$ cat src/rtl/fpga_dma_req_pkg.sv
// Shared channel state encoding and default parameters for the DMA request generator.
// No logic; imported by the channel and top modules.
package fpga_dma_req_pkg;

    localparam int DEF_NUM_CH      = 4;
    localparam int DEF_PEND_W      = 4;
    localparam int DEF_TIMEOUT_CYC = 1024;

    typedef enum logic [1:0] {
        IDLE     = 2'd0,
        REQ      = 2'd1,
        WAIT_LOW = 2'd2
    } ch_state_e;

    // Width of a counter that must hold values 0..cyc-1 (at least one bit).
    function automatic int tmo_width(input int cyc);
        return (cyc < 2) ? 1 : $clog2(cyc);
    endfunction

endpackage

$ cat src/rtl/fpga_dma_req_chan.sv
// One DMA channel: four-phase REQ/ACK handshake, saturating pending counter, REQ timeout, sticky flags.
// REQ is registered and rises one edge after the pending count is non-zero; ACK must return low before the next REQ.
module fpga_dma_req_chan
    import fpga_dma_req_pkg::*;
#(
    parameter int PEND_W      = DEF_PEND_W,
    parameter int TIMEOUT_CYC = DEF_TIMEOUT_CYC
) (
    input  logic              i_clk,
    input  logic              i_rst_n,
    input  logic              i_xfer_inc,
    input  logic              i_ch_en,
    input  logic              i_err_clr,
    input  logic              i_ack,
    output logic              o_req,
    output logic [PEND_W-1:0] o_pend_cnt,
    output logic              o_err,
    output logic              o_ovf,
    output logic              o_busy
);

    localparam int                TMO_W    = tmo_width(TIMEOUT_CYC);
    localparam logic [TMO_W-1:0]  TMO_LAST = TMO_W'(TIMEOUT_CYC - 1);
    localparam logic [PEND_W-1:0] CNT_MAX  = '1;

    ch_state_e         r_state, w_state_nxt;
    logic [PEND_W-1:0] r_cnt, w_cnt_nxt;
    logic [TMO_W-1:0]  r_tmo, w_tmo_nxt;
    logic              r_req, w_req_nxt;
    logic              r_err, w_err_nxt;
    logic              r_ovf, w_ovf_nxt;
    logic              w_dec;
    logic              w_tmo_hit;
    logic              w_ovf_set;

    always_ff @(posedge i_clk) begin
        if (!i_rst_n) begin
            r_state <= IDLE;
            r_cnt   <= '0;
            r_tmo   <= '0;
            r_req   <= 1'b0;
            r_err   <= 1'b0;
            r_ovf   <= 1'b0;
        end else begin
            r_state <= w_state_nxt;
            r_cnt   <= w_cnt_nxt;
            r_tmo   <= w_tmo_nxt;
            r_req   <= w_req_nxt;
            r_err   <= w_err_nxt;
            r_ovf   <= w_ovf_nxt;
        end
    end

    always_comb begin
        w_state_nxt = r_state;
        w_req_nxt   = r_req;
        w_tmo_nxt   = r_tmo;
        w_dec       = 1'b0;
        w_tmo_hit   = 1'b0;
        case (r_state)
            IDLE: begin
                w_tmo_nxt = '0;
                if ((r_cnt != '0) && i_ch_en && !r_err && !i_ack) begin
                    w_state_nxt = REQ;
                    w_req_nxt   = 1'b1;
                end
            end
            REQ: begin
                if (i_ack) begin
                    w_state_nxt = WAIT_LOW;
                    w_req_nxt   = 1'b0;
                    w_dec       = 1'b1;
                    w_tmo_nxt   = '0;
                end else if (r_tmo == TMO_LAST) begin
                    w_state_nxt = IDLE;
                    w_req_nxt   = 1'b0;
                    w_tmo_hit   = 1'b1;
                    w_tmo_nxt   = '0;
                end else begin
                    w_tmo_nxt = r_tmo + TMO_W'(1);
                end
            end
            WAIT_LOW: begin
                w_tmo_nxt = '0;
                if (!i_ack) begin
                    w_state_nxt = IDLE;
                end
            end
            default: begin
                w_state_nxt = IDLE;
                w_req_nxt   = 1'b0;
                w_tmo_nxt   = '0;
            end
        endcase
    end

    // A timeout discards the backlog, but an increment on that same edge still lands.
    always_comb begin
        w_cnt_nxt = r_cnt;
        w_ovf_set = 1'b0;
        if (w_tmo_hit) begin
            w_cnt_nxt = PEND_W'(i_xfer_inc);
        end else if (i_xfer_inc && !w_dec) begin
            if (r_cnt == CNT_MAX) begin
                w_ovf_set = 1'b1;
            end else begin
                w_cnt_nxt = r_cnt + PEND_W'(1);
            end
        end else if (w_dec && !i_xfer_inc) begin
            w_cnt_nxt = r_cnt - PEND_W'(1);
        end
    end

    assign w_err_nxt = (r_err & ~i_err_clr) | w_tmo_hit;
    assign w_ovf_nxt = (r_ovf & ~i_err_clr) | w_ovf_set;

    assign o_req      = r_req;
    assign o_pend_cnt = r_cnt;
    assign o_err      = r_err;
    assign o_ovf      = r_ovf;
    assign o_busy     = (r_state != IDLE) || (r_cnt != '0);

endmodule

$ cat src/rtl/fpga_dma_req_gen.sv
// NUM_CH independent DMA request channels toward a SoC DMA REQ/ACK interface, plus an aggregate BUSY.
// Per-channel latency and flow control are those of fpga_dma_req_chan; BUSY is combinational from registers.
module fpga_dma_req_gen
    import fpga_dma_req_pkg::*;
#(
    parameter int NUM_CH      = DEF_NUM_CH,
    parameter int PEND_W      = DEF_PEND_W,
    parameter int TIMEOUT_CYC = DEF_TIMEOUT_CYC
) (
    input  logic                     DMA_CLK,
    input  logic                     DMA_RST_N,
    input  logic [NUM_CH-1:0]        XFER_INC,
    input  logic [NUM_CH-1:0]        CH_EN,
    input  logic [NUM_CH-1:0]        ERR_CLR,
    input  logic [NUM_CH-1:0]        DMA_ACK,
    output logic [NUM_CH-1:0]        DMA_REQ,
    output logic [NUM_CH*PEND_W-1:0] PEND_CNT,
    output logic [NUM_CH-1:0]        ERR,
    output logic [NUM_CH-1:0]        OVF,
    output logic                     BUSY
);

    logic [NUM_CH-1:0] w_busy;

    for (genvar g = 0; g < NUM_CH; g++) begin : g_ch
        fpga_dma_req_chan #(
            .PEND_W      (PEND_W),
            .TIMEOUT_CYC (TIMEOUT_CYC)
        ) u_chan (
            .i_clk      (DMA_CLK),
            .i_rst_n    (DMA_RST_N),
            .i_xfer_inc (XFER_INC[g]),
            .i_ch_en    (CH_EN[g]),
            .i_err_clr  (ERR_CLR[g]),
            .i_ack      (DMA_ACK[g]),
            .o_req      (DMA_REQ[g]),
            .o_pend_cnt (PEND_CNT[g*PEND_W +: PEND_W]),
            .o_err      (ERR[g]),
            .o_ovf      (OVF[g]),
            .o_busy     (w_busy[g])
        );
    end

    assign BUSY = |w_busy;

endmodule

$ cat config.mk
export PLATFORM = sky130hd
export DESIGN_NAME = fpga_dma_req_gen
export DESIGN_NICKNAME = d
export VERILOG_FILES = /design/src/rtl/fpga_dma_req_pkg.sv /design/src/rtl/fpga_dma_req_chan.sv /design/src/rtl/fpga_dma_req_gen.sv
export SDC_FILE = /design/constraint.sdc
export NUM_CORES = 1
export LEC_CHECK = 0
export ABC_AREA = 1
export CAP_MARGIN = 20
export CORE_ASPECT_RATIO = 2
export CORE_MARGIN = 2
export CORE_UTILIZATION = 58
export DETAILED_ROUTE_END_ITERATION = 8
export PLACE_DENSITY = 0.82
export SLEW_MARGIN = 5
export SYNTH_ARGS = -nofsm -noshare
export SYNTH_HDL_FRONTEND = slang
export SYNTH_SLANG_ARGS = --single-unit
$ cat constraint.sdc
create_clock -name DMA_CLK -period 4.5 [get_ports DMA_CLK]
set_input_delay 0.675 -clock DMA_CLK [delete_from_list [all_inputs] [get_ports DMA_CLK]]
set_output_delay 0.675 -clock DMA_CLK [all_outputs]
set_load 0.02 [all_outputs]
==> flow_metrics.tcl <==
set metrics [dict create \
    rr_worst_depth 11 \
    cp_max_fo 7 \
    rr_startpoint "g_ch[3].u_chan.r_state[1]" \
    muxShareOfSynthArea_pct 0.2435 \
    cts_sinks 76 \
    initial_core_util_pct 59.70 \
    syn_to_final_growth_pct 17.65 \
    yosys_most_used_dff "dfxtp_1" \
    cp-end-kind "output pin" \
    relSlewSlack_pct 44.44 \
    cts_made_buffers 9 \
    clk_pin_slew_worst_paths_ns 0.06 \
    syn_avg_cell_area_um2 7.251 \
    outcome "finished, final reports clean" \
    cellPowerDensity_mw_per_mm2 396.8 \
    min_from "g_ch[2].u_chan.r_tmo[0]" \
    vias 3559 \
    final_max_slew_viol_count 0 \
    clock_skew_ns 0.004596 \
    grt_pass1_vias 3543 \
    routed_wirelength_um 8456 \
    grt_max_degree 19 \
    synth_top_family_by_area "simple AND/OR/NAND/NOR gates" \
    ys_ff_latch 76 \
    htree_levels 3 \
    core-area_mm2 0.006887 \
    max_stage_delay_ns 0.55 \
    ys.warnings.count 0 \
    num_io_pins 47 \
    rsz0062_at_grt "false" \
    tightestPinTransition_ns 0.8308 \
    seq_area_mm2 0.001521 \
    postCtsSetupBuffers 0 \
    synth_compound_area_share_pct 5.021 \
    startpoint_type "flip-flop" \
    final_util_pct 70.24 \
    wl_per_cell_um 12.08 \
    finalNetCount 644 \
    multi_input_area_mm2 0.002180 \
    setup_viol 0 \
    mostFrequentLayoutCell "nand2_1" \
    dp_hpwl_um 6438 \
    grt_overflow 0 \
    tns_ns 0 \
    worstPathRequired_ns 3.83 \
    synthSimpleGateAreaFrac_pct 34.97 \
    synthAdderAreaFrac_pct 6.817 \
    holdPathEnd "g_ch[2].u_chan.r_tmo[0]" \
    holdBufCountCts 0 \
    layout_common_cells "nand2_1, nor2_1, dfxtp_1, inv_1, clkdlybuf4s50_1" \
    syn_nets 605 \
    track_usage_pct 23.72 \
    diodes 0 \
    r2r_end "g_ch[3].u_chan.o_pend_cnt[3]" \
    routabilityCongestion 0.8408 \
    syn_inst 567 \
    crit_chain "nor2_1 -> nand2_1 -> nor4_1 -> nand2_1 -> clkdlybuf4s50_1" \
    p_seq_share_pct 41.0 \
    die_w_um 63.54 \
    die_area_mm2 0.007819 \
    netSwitchingFraction_pct 30.05 \
    hold_depth 1 \
    p_sw_mw 0.5766 \
    insertion_delay_ns 0.34 \
    grt_pass1_wl_um 14550 \
    fmax_mhz 391.2 \
    period_share_pct 56.81 \
    cell_internal_pwr_mw 1.343 \
    clockRootBuffer "clkbuf_16" \
    cpMostUsedCell "nand2_1" \
    reg2reg_setup_slack_ns 2.50 \
    power_frac_comb_pct 23.0 \
    vias_per_cell 5.084 \
    drt-initial-drc-count 144 \
    synth_edf_count 0 \
    rows 43 \
    period_needed_ns 2.557 \
    grt_antenna_before_repair 0 \
    drv_cap 0 \
    firstDrtPassIters 4 \
    postRouteAntennaNets 0 \
    clkPwrFrac_pct 36.0 \
    drc 0 \
    whs_ns 0.4521 \
    die_height_um 123.1 \
    portBuffers 46 \
    syn_area_mm2 0.004111 \
    drive_gt1_share_pct 7.377 \
    hold_viol 0 \
    cts_buffer_depth 2 \
    cts_tree "built" \
    synth-async-reset-ratio_pct 0 \
    fillers 598 \
    hold_class "reg -> reg" \
    seq_area_frac_synth_pct 37.01 \
    path_buf_inv 1 \
    ys_types 36 \
    vdd_ir_drop_max_mv 0.2665 \
    arrival_ns 1.88 \
    leakagePower_nw 2.018 \
    crit_family "simple AND/OR/NAND/NOR gates" \
    critPathSlowestCell "clkdlybuf4s50_1" \
    crit_type "reg -> out" \
    cts-resized-gates 0 \
    synthXorXnorAreaFrac_pct 5.965 \
]
through the flow:
stage,instance area [um^2],instances,power (mW),setup slack (ns)
3_3_place_gp,4548,685,1.223,1.875
6_report,4837,700,1.919,1.943
3_5_place_dp,4548,685,1.238,1.791
4_1_cts,4837,700,1.940,1.905
2_1_floorplan,4111,567,1.097,2.572
5_1_grt,4837,700,2.034,1.781
cell families (layout without fill, tap and decap cells):
kind of cell               count (synthesis)  count (layout)
muxes                                      1               1
adders and majority gates                 20              20
buffers and inverters                     91             134
AOI/OAI and AO/OA                         40              40
DFF                                       76              76
and+or+nand+nor                          311             311
xor gates and xnor gates                  28              28
metal layers:
layer  share of wire (%)  vias to the layer above  track usage (%)
met5                   0                        -                0
met4                 3.5                        0            13.59
met3                 2.9                       29            5.096
met2                  56                       52            45.92
met1                  37                     1622            22.31
li1                    -                     1856                -
state kept, by name, summed over array words and instances, names as in the netlist:
name	count
g_ch.u_chan.r_tmo	40
g_ch.u_chan.o_pend_cnt	16
g_ch.u_chan.o_ovf	4
g_ch.u_chan.o_req	4
g_ch.u_chan.r_state	8
g_ch.u_chan.o_err	4
synth_stat cells (2+ instances only):
master	n	area [um^2]
nor2_4	4	45.04
inv_1	70	262.8
nor3b_1	3	22.52
ha_1	16	200.2
nand2_1	144	540.5
xnor2_1	10	87.58
nor2_1	77	289.0
fa_1	4	80.08
dfxtp_1	76	1521
buf_6	2	22.52
nor2_2	5	31.28
or2_1	2	12.51
inv_2	3	11.26
or2_2	2	12.51
buf_4	14	105.1
xor2_1	18	157.7
o21ai_0	7	35.03
nor3_4	3	48.80
nor3_1	3	15.01
nor4_1	2	12.51
o21ai_1	2	10.01
nand3_1	42	210.2
a21oi_1	29	145.1
nand2_2	4	25.02
nor3b_2	4	50.05
nand3_2	3	30.03
nand4_1	8	50.05
or2_0	2	12.51
power groups by stage:
stage	Clock [mW]	Combinational [mW]	Sequential (mW)
global route	0.741	0.498	0.795
floorplan	0	0.279	0.818
detailed placement	0	0.437	0.801
global placement	0	0.423	0.800
finish	0.691	0.441	0.787
CTS	0.710	0.444	0.787
worst register-to-register path, stage by stage (launching register included):
cell and delay, ns:
dfxtp_1 0.43, inv_1 0.06, nand3_1 0.10, ha_1 0.26, inv_1 0.12, ha_1 0.33, a21oi_1 0.23, nand2_1 0.09
nand2_1 0.08, nand2_1 0.06, nand2_1 0.06, a21oi_1 0.07
worst max path at each step:
stage / endpoint / start / slack (ns) / depth (start not counted)
after CTS: BUSY / g_ch[1].u_chan.o_pend_cnt[0] / 1.91 / 5
after floorplan: g_ch[2].u_chan.o_pend_cnt[3] / DMA_ACK[2] / 2.57 / 10
after global placement: g_ch[0].u_chan.o_req / DMA_RST_N / 1.88 / 5
final: BUSY / g_ch[1].u_chan.o_pend_cnt[0] / 1.94 / 5
after global routing: BUSY / g_ch[0].u_chan.r_state[1] / 1.78 / 5
after detailed placement: g_ch[3].u_chan.o_pend_cnt[3] / DMA_ACK[3] / 1.79 / 11
layout make-up:
type                    instances  area share (%)
clock buffers                  14           5.872
flip-flops and latches         76           31.45
clock inverters                 1          0.1035
repair buffers                 46           9.519
multi-input cells             400           45.06
well taps                      90           2.328
inverters                      73           5.665
Power figures use the tool's default switching activity.
